===== src/rtl/alu_hs.sv =====
// Handshaked ALU: add/sub/mul complete in one cycle, unsigned division runs a
// restoring divider for WIDTH cycles and returns {remainder, quotient}.
module alu_hs #(
   parameter int WIDTH = 4
) (
   input  logic                 clk,
   input  logic                 rst,
   input  logic                 in_valid,
   output logic                 in_ready,
   input  logic [1:0]           oper,
   input  logic [WIDTH-1:0]     in1,
   input  logic [WIDTH-1:0]     in2,
   output logic                 out_valid,
   input  logic                 out_ready,
   output logic [2*WIDTH-1:0]   out,
   output logic                 div_by_zero,
   output logic                 busy
);

   localparam int CNT_W = (WIDTH > 2) ? $clog2(WIDTH) : 1;
   localparam logic [CNT_W-1:0] LAST = CNT_W'(WIDTH - 1);

   typedef enum logic {IDLE, DIV} state_t;

   state_t              state;
   logic [CNT_W-1:0]    cnt_p0;
   logic [WIDTH-1:0]    quo_p0;
   logic [WIDTH-1:0]    rem_p0;
   logic [WIDTH-1:0]    dvs_p0;
   logic [2*WIDTH-1:0]  div_nxt;
   logic                accept;
   logic                div_start;

   function automatic logic [2*WIDTH-1:0] alu_op(input logic [1:0] op,
                                                 input logic [WIDTH-1:0] a,
                                                 input logic [WIDTH-1:0] b);
      logic [WIDTH:0] s;
      s = '0;
      case (op)
         2'b00: begin
            s = {1'b0, a} + {1'b0, b};
            return {{(WIDTH-1){1'b0}}, s};
         end
         2'b01: return {{WIDTH{1'b0}}, a} * {{WIDTH{1'b0}}, b};
         2'b10: begin
            s = {1'b0, a} - {1'b0, b};
            return {{(WIDTH-1){1'b0}}, s};
         end
         default: return '0;
      endcase
   endfunction

   // One restoring step: returns {remainder, quotient} after shifting in the next dividend bit.
   function automatic logic [2*WIDTH-1:0] div_step(input logic [WIDTH-1:0] rem,
                                                   input logic [WIDTH-1:0] quo,
                                                   input logic [WIDTH-1:0] dvs);
      logic [WIDTH:0]   sh;
      logic [WIDTH+1:0] trial;
      sh    = {rem, quo[WIDTH-1]};
      trial = {1'b0, sh} - {2'b00, dvs};
      if (trial[WIDTH+1])
         return {sh[WIDTH-1:0], quo[WIDTH-2:0], 1'b0};
      else
         return {trial[WIDTH-1:0], quo[WIDTH-2:0], 1'b1};
   endfunction

   assign in_ready  = rst && (state == IDLE) && (!out_valid || out_ready);
   assign accept    = in_valid && in_ready;
   assign div_start = (oper == 2'b11) && (in2 != '0);
   assign div_nxt   = div_step(rem_p0, quo_p0, dvs_p0);

   // Stage p0: divider working registers, captured on a division accept
   always_ff @(posedge clk) begin
      if (state == IDLE) begin
         if (accept) begin
            quo_p0 <= in1;
            dvs_p0 <= in2;
            rem_p0 <= '0;
         end
      end else begin
         {rem_p0, quo_p0} <= div_nxt;
      end
   end

   // Stage p1: result register and handshake control
   always_ff @(posedge clk or negedge rst) begin
      if (!rst) begin
         state       <= IDLE;
         cnt_p0      <= '0;
         out         <= '0;
         out_valid   <= 1'b0;
         div_by_zero <= 1'b0;
         busy        <= 1'b0;
      end else begin
         case (state)
            IDLE: begin
               if (accept) begin
                  if (div_start) begin
                     state     <= DIV;
                     busy      <= 1'b1;
                     cnt_p0    <= '0;
                     out_valid <= 1'b0;
                  end else begin
                     out         <= alu_op(oper, in1, in2);
                     div_by_zero <= (oper == 2'b11);
                     out_valid   <= 1'b1;
                  end
               end else if (out_valid && out_ready) begin
                  out_valid <= 1'b0;
               end
            end
            DIV: begin
               cnt_p0 <= cnt_p0 + 1'b1;
               if (cnt_p0 == LAST) begin
                  out         <= div_nxt;
                  div_by_zero <= 1'b0;
                  out_valid   <= 1'b1;
                  busy        <= 1'b0;
                  state       <= IDLE;
               end
            end
            default: state <= IDLE;
         endcase
      end
   end

endmodule


===== config.mk =====
export PLATFORM = sky130hd
export DESIGN_NAME = alu_hs
export DESIGN_NICKNAME = d
export VERILOG_FILES = /design/src/rtl/alu_hs.sv
export SDC_FILE = /design/constraint.sdc
export NUM_CORES = 1
export LEC_CHECK = 0
export CAP_MARGIN = 20
export CORE_ASPECT_RATIO = 1.4
export CORE_MARGIN = 1.5
export CORE_UTILIZATION = 41
export CTS_CLUSTER_DIAMETER = 80
export DETAILED_ROUTE_END_ITERATION = 10
export PLACE_DENSITY = 0.63
export SETUP_SLACK_MARGIN = 0.2
export SLEW_MARGIN = 30
export SYNTH_ARGS = -nofsm -noshare
export SYNTH_HDL_FRONTEND = slang
export SYNTH_SLANG_ARGS = --single-unit

===== constraint.sdc =====
create_clock -name clk -period 1.8 [get_ports clk]
set_input_delay 0.45 -clock clk [delete_from_list [all_inputs] [get_ports clk]]
set_output_delay 0.45 -clock clk [all_outputs]
set_load 0.03 [all_outputs]

==> results_dict.tcl <==
set metrics [dict create \
    syn-cell-area_um2 2030 \
    multi_input_area_um2 1470 \
    yosys_warnings 0 \
    skew_ps 3.93 \
    diodes 0 \
    r2r_end "rem_p0[2]" \
    status "complete, but fails checks" \
    slew_headroom 0.716 \
    antenna_found_initial 0 \
    irDropWorstVdd_mv 0.383 \
    nFillCells 434 \
    cp_max_fo 2 \
    final_cell_mix "buf_4 (38), ha_1 (18), nor2_1 (17)" \
    power_leakage_nw 1.45 \
    mostFrequentLayoutCell "buf_4" \
    core_area_um2 4800 \
    clk_latency_ps 260 \
    cts_buffers 3 \
    cts_hold_buf 0 \
    cts_tree "yes" \
    syn2layout_area_growth_pct 50.7 \
    timing.rr.start "dvs_p0[1]" \
    cp.required_ps 1960 \
    wl_per_cell_um 13.7 \
    rsz0062_at_grt "true" \
    htreeDepth 1 \
    route.detailed.drc 0 \
    setup_slack_ps -820 \
    syn_inst 209 \
    setup_violations 8 \
    grt_max_degree 15 \
    rows 30 \
    boundaryPins 26 \
    regToRegSetupSlack_ps 0 \
    drv_cap 0 \
    grt_first_pass_wirelength_mm 8.10 \
    finalCritPeriodShare 1.46 \
    power_density_nw_per_um2 1150 \
    gp_congestion 0.773 \
    regArea_um2 712 \
    dr.pass1.iters 4 \
    drtIter0Drc 51 \
    crit_start "in2[3]" \
    synthArstFlopShare 0.538 \
    fmaxAchievable_ghz 0.382 \
    grt.total_usage 0.186 \
    slew_viol_final 0 \
    yosysSeqAreaShare 0.350 \
    ys_ff_latch 26 \
    cts_root_buf "clkbuf_8" \
    period_minus_slack_ps 2620 \
    startpoint_type "primary input" \
    hpwl_mm 3.77 \
    syn_area_per_cell_um2 9.70 \
    grt_pass1_vias 1821 \
    final_core_util 0.636 \
    vias 1770 \
    die_y_um 86.2 \
    tns_ps -3890 \
    hold_path_class "primary input to async pin" \
    grt.overflow.total 0 \
    cp-end-kind "flop" \
    die_w_um 62.4 \
    design.die.area_um2 5380 \
    reg2regPathDepth 7 \
    crit_type "primary input to flop" \
    final_nets 326 \
    syn_nets 252 \
    clockBufferDepth 2 \
    drive_gt1_frac 0.408 \
    worst-endpoint-arrival_ps 2780 \
    via_per_inst 5.12 \
    ys.flop_type "dfrtp_1" \
    routed_wl_mm 4.72 \
    antenna_left 0 \
    synth_cell_types 53 \
    hold_viol 0 \
    violations "negative setup slack" \
    cts.clk_slew.worst_paths_ps 90 \
    start_util 0.422 \
    synth-edff-count 12 \
    cts_sinks 26 \
    portBuffers 25 \
    tightest_slew_ps 425 \
    worstSetupEndpoint "out[5]" \
]
## worst max-delay path: stages
cell	delay (ps)
buf_8	80
nand2_4	40
fa_1	540
inv_2	40
fa_1	460
ha_1	310
a211o_1	120
o211ai_1	120
buf_4	160
buf_6	100
a31o_4	200
o22a_1	140
## worst min path at each step
stage                       from  endpoint  cells past startpoint
after floorplan              rst      busy                      0
after global placement    out[1]    out[1]                      2
after detailed placement    busy      busy                      2
after CTS                    rst    out[0]                      2
after global routing         rst    out[0]                      2
final                        rst    out[0]                      2
## logic make-up (layout without fill, tap and decap cells)
| logic type | after synthesis | in the layout | share of synthesized area |
|---|---|---|---|
| xor+xnor | 6 | 6 | 0.0259 |
| flops | 26 | 26 | 0.350 |
| simple gates | 73 | 73 | 0.187 |
| compound gates | 49 | 49 | 0.170 |
| mux | 2 | 2 | 0.0105 |
| buf+inv | 24 | 97 | 0.0555 |
| fa+ha+maj | 29 | 29 | 0.201 |
## power by group
part / switching [mW] / internal (mW) / total, mW / leakage, nW
sequential: 0.147 / 0.908 / 1.06 / 0.284
clock: 0.170 / 0.158 / 0.328 / 0.0228
combinational: 1.14 / 1.00 / 2.14 / 1.15
total: 1.45 / 2.07 / 3.52 / 1.45
## registers in the layout (all words and copies together) (netlist names)
| signal | count |
|---|---|
| div_by_zero | 1 |
| out_valid | 1 |
| busy | 1 |
| state | 1 |
| quo_p0 | 4 |
| cnt_p0 | 2 |
| out | 8 |
| dvs_p0 | 4 |
| rem_p0 | 4 |
## metrics by stage
step / instances / setup WS (ps) / total power [mW] / instance area (um2) / hold slack, ps
after floorplan: 209 / -907 / 2.22 / 2120 / 154
after global placement: 329 / -1590 / 2.91 / 2690 / 467
after detailed placement: 329 / -1640 / 2.94 / 2690 / 472
after CTS: 342 / -929 / 3.40 / 2950 / 289
after global routing: 346 / -962 / 3.79 / 3060 / 319
final: 346 / -820 / 3.52 / 3060 / 288
## layer usage
layer  routed length [um]  global-route usage
met1                 1930               0.214
met2                 2630               0.368
met3                   63             0.00649
met4                   94              0.0626
met5                    0                   0
## final cells by class
| type | instances | share of cell area |
|---|---|---|
| clock buffers | 4 | 0.0147 |
| inverters | 18 | 0.0254 |
| well taps | 64 | 0.0262 |
| repair buffers | 75 | 0.221 |
| flip-flops and latches | 26 | 0.233 |
| multi-input cells | 159 | 0.479 |
## cells in the mapped netlist, drive strengths merged (2+ instances only)
cell type,count,area (um2)
a21o,3,22.5
nor3b,3,38.8
a21oi,4,20.0
ha,23,288
o31ai,2,15.0
nand2b,4,25.0
and2,10,62.6
o21ai,15,78.8
a31oi,3,18.8
o211ai,2,15.0
xor2,2,17.5
nand2,20,75.1
nor2b,3,18.8
fa,6,120
buf,5,40.0
inv,17,63.8
o21a,4,31.3
nor2,20,75.1
xnor2,4,35.0
o311a,2,22.5
nand3,7,35.0
a211o,2,17.5
edfxtp,12,360
dfrtp,14,350
## timing repair
item	CTS	global route
setup buffers	9	4
resized for setup	89	21
hold endpoints to repair	0	0
setup endpoints to repair	39	26
pin swaps	20	16
Power figures use the tool's default switching activity.
